## config.mk

```make
export PLATFORM = sky130hd
export DESIGN_NAME = control_unit
export DESIGN_NICKNAME = d
export VERILOG_FILES = /design/src/rtl/control_unit.sv
export SDC_FILE = /design/constraint.sdc
export NUM_CORES = 1
export LEC_CHECK = 0
export CELL_PAD_IN_SITES_DETAIL_PLACEMENT = 1
export CELL_PAD_IN_SITES_GLOBAL_PLACEMENT = 1
export CORE_MARGIN = 2
export CORE_UTILIZATION = 28
export CTS_CLUSTER_SIZE = 25
export DETAILED_ROUTE_END_ITERATION = 7
export GPL_ROUTABILITY_DRIVEN = 0
export PLACE_DENSITY = 0.84
export SYNTH_ARGS = -nofsm -noshare
export SYNTH_HDL_FRONTEND = slang
export SYNTH_SLANG_ARGS = --single-unit
```

## constraint.sdc

```tcl
create_clock -name clk -period 4.2 [get_ports clk]
set_clock_uncertainty 0.05 [all_clocks]
set_input_delay 0.84 -clock clk [delete_from_list [all_inputs] [get_ports clk]]
set_output_delay 0.84 -clock clk [all_outputs]
set_load 0.02 [all_outputs]
```

## src/rtl/control_unit.sv

```systemverilog
// -----------------------------------------------------------------------------
// control_unit
//
// Hardwired control sequencer for the CPU datapath. It runs the three fetch
// steps (T0-T2), decodes the opcode in ir[31:27] and then sequences the
// execute steps (T3-T7) of that instruction. Every datapath control strobe
// is a combinational function of the current step, the IR and the CON
// flip-flop, so the datapath needs no sequencing of its own.
//
// Parameters:
//   MEM_WAIT  extra cycles that read+MDRin are held on memory-read steps
//             (0 = single-cycle RAM)
//
// Ports:
//   clk        system clock, all state on the rising edge
//   clr        asynchronous active-low reset
//   ir         IR contents, opcode = ir[31:27]
//   con_ff     branch condition from the CON flip-flop
//   stop       pause request, sampled at the end of each instruction
//   in_strobe  external input-port load request (passed to InPortIn)
//   read .. PCout  datapath control strobes
//   opcode     ALU operation
//   run        1 while executing, 0 in PAUSE/HALT/reset
//   step       current step number (8 = PAUSE, 9 = HALT), debug only
// -----------------------------------------------------------------------------
module control_unit #(
    parameter int MEM_WAIT = 0
) (
    input  logic        clk,
    input  logic        clr,
    input  logic [31:0] ir,
    input  logic        con_ff,
    input  logic        stop,
    input  logic        in_strobe,
    output logic        read,
    output logic        write,
    output logic        BAout,
    output logic        Rin,
    output logic        Rout,
    output logic        Gra,
    output logic        Grb,
    output logic        Grc,
    output logic        CONN_in,
    output logic        MARin,
    output logic        MDRin,
    output logic        HIin,
    output logic        LOin,
    output logic        Yin,
    output logic        Zin,
    output logic        PCin,
    output logic        IRin,
    output logic        incPC,
    output logic        InPortIn,
    output logic        OutPortIn,
    output logic        HIout,
    output logic        LOout,
    output logic        ZLowOut,
    output logic        ZHighOut,
    output logic        MDRout,
    output logic        Cout,
    output logic        InPortOut,
    output logic        PCout,
    output logic [4:0]  opcode,
    output logic        run,
    output logic [3:0]  step
);

    typedef enum logic [3:0] {
        S_T0    = 4'd0,
        S_T1    = 4'd1,
        S_T2    = 4'd2,
        S_T3    = 4'd3,
        S_T4    = 4'd4,
        S_T5    = 4'd5,
        S_T6    = 4'd6,
        S_T7    = 4'd7,
        S_PAUSE = 4'd8,
        S_HALT  = 4'd9
    } state_t;

    localparam logic [4:0] OP_LD   = 5'b00000;
    localparam logic [4:0] OP_LDI  = 5'b00001;
    localparam logic [4:0] OP_ST   = 5'b00010;
    localparam logic [4:0] OP_ADD  = 5'b00011;
    localparam logic [4:0] OP_AND  = 5'b00101;
    localparam logic [4:0] OP_OR   = 5'b00110;
    localparam logic [4:0] OP_ADDI = 5'b01100;
    localparam logic [4:0] OP_ANDI = 5'b01101;
    localparam logic [4:0] OP_BR   = 5'b10011;
    localparam logic [4:0] OP_JR   = 5'b10100;
    localparam logic [4:0] OP_IN   = 5'b10110;
    localparam logic [4:0] OP_OUT  = 5'b10111;
    localparam logic [4:0] OP_MFHI = 5'b11000;
    localparam logic [4:0] OP_MFLO = 5'b11001;
    localparam logic [4:0] OP_HALT = 5'b11011;

    localparam int WW = (MEM_WAIT > 0) ? $clog2(MEM_WAIT + 1) : 1;
    localparam logic [WW-1:0] WAIT_MAX = WW'(MEM_WAIT);

    state_t        state, next_state, last_state;
    logic [WW-1:0] wait_cnt;
    logic [4:0]    op;
    logic          is_rr, is_imm, is_ldx, is_muldiv, is_negnot;
    logic          mem_step;
    logic [4:0]    imm_alu;
    logic          ir_unused;

    assign op        = ir[31:27];
    assign ir_unused = ^ir[26:0];

    // Instruction classes that share an execute sequence
    assign is_rr     = (op >= 5'b00011) && (op <= 5'b01011);
    assign is_imm    = (op >= 5'b01100) && (op <= 5'b01110);
    assign is_ldx    = (op == OP_LD) || (op == OP_LDI) || (op == OP_ST);
    assign is_muldiv = (op == 5'b01111) || (op == 5'b10000);
    assign is_negnot = (op == 5'b10001) || (op == 5'b10010);

    // Immediate forms map onto the ALU operation of their register form
    assign imm_alu = (op == OP_ADDI) ? OP_ADD : (op == OP_ANDI) ? OP_AND : OP_OR;

    // Steps that wait on the RAM: the fetch read and the ld data read
    assign mem_step = (state == S_T1) || ((state == S_T6) && (op == OP_LD));

    assign step = state;
    assign run  = clr && (state <= S_T7);

    // State register and memory wait counter; the counter restarts whenever
    // the step changes so each memory step gets its full hold time
    always_ff @(posedge clk or negedge clr) begin
        if (!clr) begin
            state    <= S_T0;
            wait_cnt <= '0;
        end else begin
            state <= next_state;
            if (next_state != state) begin
                wait_cnt <= '0;
            end else if (mem_step && (wait_cnt != WAIT_MAX)) begin
                wait_cnt <= wait_cnt + 1'b1;
            end
        end
    end

    // Final execute step of the decoded instruction; illegal opcodes fall
    // into the single-step group and behave as nop
    always_comb begin
        last_state = S_T3;
        if (is_rr || is_imm || (op == OP_LDI)) begin
            last_state = S_T5;
        end else if ((op == OP_LD) || (op == OP_ST)) begin
            last_state = S_T7;
        end else if (is_muldiv || (op == OP_BR)) begin
            last_state = S_T6;
        end else if (is_negnot) begin
            last_state = S_T4;
        end
    end

    // Next-state: hold memory steps until the wait expires, then either walk
    // to the next step or, at the end of the instruction, go to HALT/PAUSE/T0
    always_comb begin
        next_state = state;
        case (state)
            S_PAUSE: if (!stop) next_state = S_T0;
            S_HALT:  next_state = S_HALT;
            default: begin
                if (mem_step && (wait_cnt != WAIT_MAX)) begin
                    next_state = state;
                end else if (state == last_state) begin
                    if ((op == OP_HALT) && (state == S_T3)) begin
                        next_state = S_HALT;
                    end else if (stop) begin
                        next_state = S_PAUSE;
                    end else begin
                        next_state = S_T0;
                    end
                end else begin
                    next_state = state_t'(state + 4'd1);
                end
            end
        endcase
    end

    // Control strobes; everything is forced low while clr is asserted so a
    // reset mid-instruction kills any pending write immediately
    always_comb begin
        read = 1'b0;  write = 1'b0;  BAout = 1'b0;  Rin = 1'b0;
        Rout = 1'b0;  Gra = 1'b0;    Grb = 1'b0;    Grc = 1'b0;
        CONN_in = 1'b0;  MARin = 1'b0;  MDRin = 1'b0;  HIin = 1'b0;
        LOin = 1'b0;  Yin = 1'b0;    Zin = 1'b0;    PCin = 1'b0;
        IRin = 1'b0;  incPC = 1'b0;  InPortIn = 1'b0;  OutPortIn = 1'b0;
        HIout = 1'b0; LOout = 1'b0;  ZLowOut = 1'b0;   ZHighOut = 1'b0;
        MDRout = 1'b0; Cout = 1'b0;  InPortOut = 1'b0; PCout = 1'b0;
        opcode = 5'b00000;
        if (clr) begin
            InPortIn = in_strobe;
            case (state)
                S_T0: begin
                    PCout = 1'b1; MARin = 1'b1; incPC = 1'b1; Zin = 1'b1;
                end
                S_T1: begin
                    ZLowOut = 1'b1; PCin = 1'b1; read = 1'b1; MDRin = 1'b1;
                end
                S_T2: begin
                    MDRout = 1'b1; IRin = 1'b1;
                end
                S_T3: begin
                    if (is_rr || is_imm || is_ldx) begin
                        Grb = 1'b1; Rout = 1'b1; Yin = 1'b1; BAout = is_ldx;
                    end else if (is_muldiv) begin
                        Gra = 1'b1; Rout = 1'b1; Yin = 1'b1;
                    end else if (is_negnot) begin
                        Grb = 1'b1; Rout = 1'b1; Zin = 1'b1; opcode = op;
                    end else if (op == OP_BR) begin
                        Gra = 1'b1; Rout = 1'b1; CONN_in = 1'b1;
                    end else if (op == OP_JR) begin
                        Gra = 1'b1; Rout = 1'b1; PCin = 1'b1;
                    end else if (op == OP_IN) begin
                        InPortOut = 1'b1; Gra = 1'b1; Rin = 1'b1;
                    end else if (op == OP_OUT) begin
                        Gra = 1'b1; Rout = 1'b1; OutPortIn = 1'b1;
                    end else if (op == OP_MFHI) begin
                        HIout = 1'b1; Gra = 1'b1; Rin = 1'b1;
                    end else if (op == OP_MFLO) begin
                        LOout = 1'b1; Gra = 1'b1; Rin = 1'b1;
                    end
                end
                S_T4: begin
                    if (is_rr) begin
                        Grc = 1'b1; Rout = 1'b1; Zin = 1'b1; opcode = op;
                    end else if (is_imm) begin
                        Cout = 1'b1; Zin = 1'b1; opcode = imm_alu;
                    end else if (is_ldx) begin
                        Cout = 1'b1; Zin = 1'b1; opcode = OP_ADD;
                    end else if (is_muldiv) begin
                        Grb = 1'b1; Rout = 1'b1; Zin = 1'b1; opcode = op;
                    end else if (is_negnot) begin
                        ZLowOut = 1'b1; Gra = 1'b1; Rin = 1'b1;
                    end else if (op == OP_BR) begin
                        PCout = 1'b1; Yin = 1'b1;
                    end
                end
                S_T5: begin
                    if (is_rr || is_imm || (op == OP_LDI)) begin
                        ZLowOut = 1'b1; Gra = 1'b1; Rin = 1'b1;
                    end else if ((op == OP_LD) || (op == OP_ST)) begin
                        ZLowOut = 1'b1; MARin = 1'b1;
                    end else if (is_muldiv) begin
                        ZLowOut = 1'b1; LOin = 1'b1;
                    end else if (op == OP_BR) begin
                        Cout = 1'b1; Zin = 1'b1; opcode = OP_ADD;
                    end
                end
                S_T6: begin
                    if (op == OP_LD) begin
                        read = 1'b1; MDRin = 1'b1;
                    end else if (op == OP_ST) begin
                        Gra = 1'b1; Rout = 1'b1; MDRin = 1'b1;
                    end else if (is_muldiv) begin
                        ZHighOut = 1'b1; HIin = 1'b1;
                    end else if ((op == OP_BR) && con_ff) begin
                        ZLowOut = 1'b1; PCin = 1'b1;
                    end
                end
                S_T7: begin
                    if (op == OP_LD) begin
                        MDRout = 1'b1; Gra = 1'b1; Rin = 1'b1;
                    end else if (op == OP_ST) begin
                        write = 1'b1;
                    end
                end
                default: begin
                end
            endcase
        end
    end

endmodule

```

==> results of run 1 <==
==> cell families after synthesis <==
family                   Yosys count  synth area share (%)
AO/OA/AOI/OAI                     74                  33.2
XOR/XNOR                           2                  1.21
adder cells (fa/ha/maj)            4                  3.44
buffers and inverters             33                  9.98
flip-flops                         5                  8.61
multiplexers                       2                  1.46
AND/OR/NAND/NOR                  116                  42.1
==> power by group through the flow <==
| stage | Clock (mW) | Sequential, mW | Combinational [mW] |
|---|---|---|---|
| 2_1_floorplan | 0 | 0.114 | 0.458 |
| 3_3_place_gp | 0 | 0.106 | 0.709 |
| 3_5_place_dp | 0 | 0.108 | 0.728 |
| 4_1_cts | 0.0913 | 0.107 | 0.732 |
| 5_1_grt | 0.0970 | 0.114 | 0.809 |
| 6_report | 0.0918 | 0.108 | 0.738 |
==> metrics by stage <==
stage	power, mW	std cells	instance area [um^2]	utilization (%)
2_1_floorplan	0.572	236	1450	-
3_3_place_gp	0.815	351	2060	40.7
3_5_place_dp	0.835	351	2060	40.7
4_1_cts	0.930	355	2110	41.5
5_1_grt	1.02	355	2110	41.5
6_report	0.938	355	2110	41.5
==> final timing paths <==
kind                         start       end  slack (ns)  cells after the start
max                         ir[31]      Rout        0.11                      7
min                        step[1]   step[1]        0.65                      3
max reg2reg                step[2]  wait_cnt        1.53                      6
min reg2reg                step[1]   step[1]        0.65                      3
max in group asynchronous      clr   step[1]        2.97                      2
min in group asynchronous      clr   step[3]        0.95                      2
==> Yosys cell counts (all sizes together) (7+ instances only) <==
cell and n:
o22ai 7, clkbuf 11, nor3 10, nor2 22, nand3 15, a21oi 14
inv 13, o21ai 21, nand2 26, buf 9
==> layer usage <==
layer  track usage (%)  vias up  part of all wire (%)
met2              34.7       84                    46
li1                  -      972                     -
met5                 0        -                     0
met3              3.91        9                   7.3
met4              5.09        0                   1.4
met1              28.5      976                    45
==> final cells by class <==
type                            instances  area [um^2]
Clock buffer                            4         45.0
Fill cell                             684         2970
Inverter                               13         48.8
Multi-Input combinational cell        198         1180
Sequential cell                         5          125
Tap cell                               70         87.6
Timing Repair Buffer                   65          618
==> flip-flops by register name (all words and copies together), names as in the netlist <==
name and count:
step 4, wait_cnt 1
==> worst reg2reg max path, delay by kind of cell, from the launching register on <==
kind                   cells  cell delay, ns
AOI/OAI and AO/OA          1            0.54
DFF                        1            0.50
buffers and inverters      1            0.23
and+or+nand+nor            4            1.25
==> impl_metrics.yaml, run 1 <==
worst_setup_path:
  end_kind: "output pin"
  cp_cell_sequence: "clkdlybuf4s50_1, or3_1, nor2_1, and2_1, nand3_1, a31oi_1, clkdlybuf4s50_1"
  cp_common_cell: "clkdlybuf4s50_1"
  path_class: "input port to output pin"
  crit_required_ns: 3.31
  critPathSlowestCell: "clkdlybuf4s50_1"
  crit_family: "buffers and inverters"
  cpPeakStageDelay_ns: 0.63
  startpoint_type: "input port"
  critPathArrivalTime_ns: 3.20
  cp_num_buf_inv: 2
  critPathMaxFanout: 6
sta:
  setup_ws_ns: 0.110
  setup_viol: 0
  fin_crit_sh_pct: 97.4
  whs_ns: 0.648
  relSlewSlack_pct: 57.0
  layout_min_cycle_time_ns: 4.09
  rsz0062_at_grt: "false"
  tns_ns: 0
  worst_pin_slew_ns: 0.642
  fmax_ghz: 0.244
  hold_viol: 0
  slew_violations: 0
die:
  ioPinCount: 75
  die_x_um: 76.1
  core.rowCount: 26
  dieArea_um2: 5790
  die_h_um: 76.1
  core_region_area_um2: 5070
  start_util_pct: 28.6
finish:
  syn_to_final_growth_pct: 45.0
  layout_common_cells: "47 x clkdlybuf4s50_1, 25 x nand2_1, 22 x nor2_1"
  layout-drive-gt1-share_pct: 10.2
  layout.nets: 327
  antennaDiodeCount: 0
  mostFrequentLayoutCell: "clkdlybuf4s50_1"
placement:
  preCtsSetupSlack_ns: 0.105
  numPortBuffers: 47
  dpl.hpwl_um: 4650
power_and_ir_drop:
  p_leak_nw: 0.777
  ir_drop_mv: 0.215
  seq_power_share_pct: 11.5
  p_clk_share_pct: 9.8
  swShare_pct: 55.1
  p_comb_share_pct: 78.7
  cellPowerDensity_nw_per_um2: 445
  switching_power_uw: 517
  p_int_uw: 421
cts:
  ctsHoldBuffers: 0
  cts.sinks: 5
  cts_root_buf: "clkbuf_8"
  clockBufferDepth: 2
  clkTransAtPathRegs_ns: 0.03
  cts_resized: 0
  cts_setup_buffers: 0
  cts_buffers: 3
  insertion_delay_ns: 0.23
  cts_tree: "yes"
  htreeDepth: 1
synthesis:
  synth_seq_cells: 5
  yosys-top-cells-area: "dfrtp_1 8.6%, o21ai_0 7.2%, nand2_1 6.5%"
  synth.top_cell.area_share_pct: 8.61
  async_flop_share_pct: 100
  yosysUniqueCellTypes: 56
  synthFlopType: "dfrtp_1"
  ys_seq_area_share_pct: 8.61
  synth_area_um2: 1450
  synth_area_leader_cell: "dfrtp_1"
  ys.warnings.count: 0
  syn_avg_cell_area_um2: 6.16
  synthCells: 236
  synth_edf_count: 0
  syn_nets: 277
global_routing:
  antenna_found_initial: 0
  grt_max_degree: 24
  grt_first_pass_wirelength_um: 10400
  grt_pass1_vias: 2145
  grt_overflow: 0
  grt_usage_pct: 21.1
drt:
  drt_first_pass_iters: 4
  drtIter0Drc: 218
  ant_nets: 0
  via_per_inst: 5.75
  vias: 2041
  drc: 0
  routed_wl_um: 6020
  wl_per_cell_um: 16.9
run:
  maxCapViolCount: 0
hold_path:
  hold_path.class: "flop to flop"
status:
  status: "complete, no violations"
(Power assumes the default switching activity.)
==> run 2, diff against run 1 <==
--- a/config.mk
+++ b/config.mk
@@ -13,6 +13,7 @@
 export DETAILED_ROUTE_END_ITERATION = 7
 export GPL_ROUTABILITY_DRIVEN = 0
 export PLACE_DENSITY = 0.84
+export RECOVER_POWER = 100
 export SYNTH_ARGS = -nofsm -noshare
 export SYNTH_HDL_FRONTEND = slang
 export SYNTH_SLANG_ARGS = --single-unit
==> run 2 against run 1 <==
Against the previous run: final cell count did not move; fmax decreased by 0.37%; utilization stayed put; hold slack got worse by 0.0060 ns; final area is the same; largest cell class unchanged; register-to-register slack worse by 0.03 ns; critical endpoint unchanged; largest power group unchanged; global-route usage is the same.
==> impl_metrics.yaml, run 2 (synthesis results as in run 1) <==
run:
  maxCapViolCount: 0
cts:
  clockBufferDepth: 2
  cts.sinks: 5
  clkTransAtPathRegs_ns: 0.03
  cts_resized: 0
  insertion_delay_ns: 0.23
  cts_setup_buffers: 0
  ctsHoldBuffers: 0
  cts_root_buf: "clkbuf_8"
  cts_tree: "yes"
  htreeDepth: 1
  cts_buffers: 3
sta:
  hold_viol: 0
  setup_ws_ns: 0.0948
  fin_crit_sh_pct: 97.7
  fmax_ghz: 0.244
  rsz0062_at_grt: "false"
  setup_viol: 0
  slew_violations: 0
  tns_ns: 0
  layout_min_cycle_time_ns: 4.11
  relSlewSlack_pct: 55.5
  worst_pin_slew_ns: 0.664
die:
  core_region_area_um2: 5070
  ioPinCount: 75
  start_util_pct: 28.6
  die_h_um: 76.1
  dieArea_um2: 5790
  core.rowCount: 26
  die_x_um: 76.1
global_routing:
  antenna_found_initial: 0
  grt_overflow: 0
  grt_max_degree: 24
  grt_first_pass_wirelength_um: 10400
  grt_usage_pct: 21.1
  grt_pass1_vias: 2145
drt:
  via_per_inst: 5.74
  drc: 0
  routed_wl_um: 6030
  drtIter0Drc: 190
  drt_first_pass_iters: 4
  wl_per_cell_um: 17.0
  vias: 2036
  ant_nets: 0
power_and_ir_drop:
  p_leak_nw: 0.864
  switching_power_uw: 517
  p_int_uw: 407
  cellPowerDensity_nw_per_um2: 438
  p_clk_share_pct: 9.9
  swShare_pct: 56.0
  p_comb_share_pct: 78.4
  seq_power_share_pct: 11.7
  ir_drop_mv: 0.212
worst_setup_path:
  critPathSlowestCell: "clkdlybuf4s50_1"
  r2r_start: "step[2]"
  end_kind: "output pin"
  crit_required_ns: 3.31
  path_class: "input port to output pin"
  critPathArrivalTime_ns: 3.22
  rr_worst_depth: 6
  rr_endpoint: "wait_cnt"
  cpPeakStageDelay_ns: 0.63
  cp_common_cell: "clkdlybuf4s50_1"
  critPathMaxFanout: 6
  regToRegSetupSlack_ns: 1.50
  startpoint_type: "input port"
  cp_cell_sequence: "clkdlybuf4s50_1, or3_1, nor2_1, and2_0, nand3_1, a31oi_1, clkdlybuf4s50_1"
finish:
  largest_reg_flops: 4
  layout.nets: 327
  layout_common_cells: "30 x dlygate4sd3_1, 25 x nand2_1, 22 x nor2_1"
  layout-drive-gt1-share_pct: 10.2
  syn_to_final_growth_pct: 45.0
  antennaDiodeCount: 0
  mostFrequentLayoutCell: "dlygate4sd3_1"
hold_path:
  min_from: "step[1]"
  min_to: "step[1]"
  holdPathStages: 3
  hold_path.class: "flop to flop"
placement:
  preCtsSetupSlack_ns: 0.105
  numPortBuffers: 47
  dpl.hpwl_um: 4650
status:
  status: "complete, no violations"
## run 2: worst max path at each step
stage,end,depth (start not counted),start
after floorplan,Rin,8,ir[30]
after global placement,ZLowOut,8,ir[29]
after detailed placement,Rout,7,ir[31]
after CTS,Rout,7,ir[31]
after global routing,Rout,7,ir[31]
final,Rout,7,ir[31]
## run 2: worst max-delay path, delay by kind of cell
family / cells / cell delay [ns]
AOI/OAI and AO/OA: 1 / 0.23
buffers and inverters: 2 / 1.13
and+or+nand+nor: 4 / 1.01
## run 2: through the flow
stage / instance area [um^2] / hold WS [ns] / instances / power [mW] / util, %
after global routing: 2110 / 0.695 / 355 / 1.00 / 41.5
after global placement: 2060 / 0.619 / 351 / 0.815 / 40.7
after detailed placement: 2060 / 0.639 / 351 / 0.835 / 40.7
after CTS: 2110 / 0.651 / 355 / 0.930 / 41.5
after floorplan: 1450 / 0.494 / 236 / 0.572 / -
final: 2110 / 0.642 / 355 / 0.924 / 41.5
## run 2: cell type report
type                       count  area (um^2)
tap                           70         87.6
multi-input combinational    198         1180
fill                         684         2970
sequential                     5          125
timing repair buffer          65          618
clock buffer                   4         45.0
inverter                      13         48.8
## run 2: layer usage
layer | vias to the layer above | track usage (%) | wire (um)
met5 | - | 0 | 0
met1 | 965 | 28.5 | 2690
met3 | 10 | 3.91 | 469
met4 | 0 | 5.09 | 80
met2 | 90 | 34.7 | 2790
li1 | 971 | - | -
## run 2: power by group through the flow
| stage | sequential [mW] | clock, mW | combinational (mW) |
|---|---|---|---|
| 3_5_place_dp | 0.108 | 0 | 0.728 |
| 2_1_floorplan | 0.114 | 0 | 0.458 |
| 4_1_cts | 0.107 | 0.0913 | 0.732 |
| 3_3_place_gp | 0.106 | 0 | 0.709 |
| 6_report | 0.108 | 0.0915 | 0.725 |
| 5_1_grt | 0.113 | 0.0970 | 0.794 |
==> run 3, diff against run 2 <==
--- a/config.mk
+++ b/config.mk
@@ -14,6 +14,7 @@
 export GPL_ROUTABILITY_DRIVEN = 0
 export PLACE_DENSITY = 0.84
 export RECOVER_POWER = 100
+export SLEW_MARGIN = 20
 export SYNTH_ARGS = -nofsm -noshare
 export SYNTH_HDL_FRONTEND = slang
 export SYNTH_SLANG_ARGS = --single-unit
==> results of run 3 <==
Final layout, timing and power as in run 2 (identical DEF).
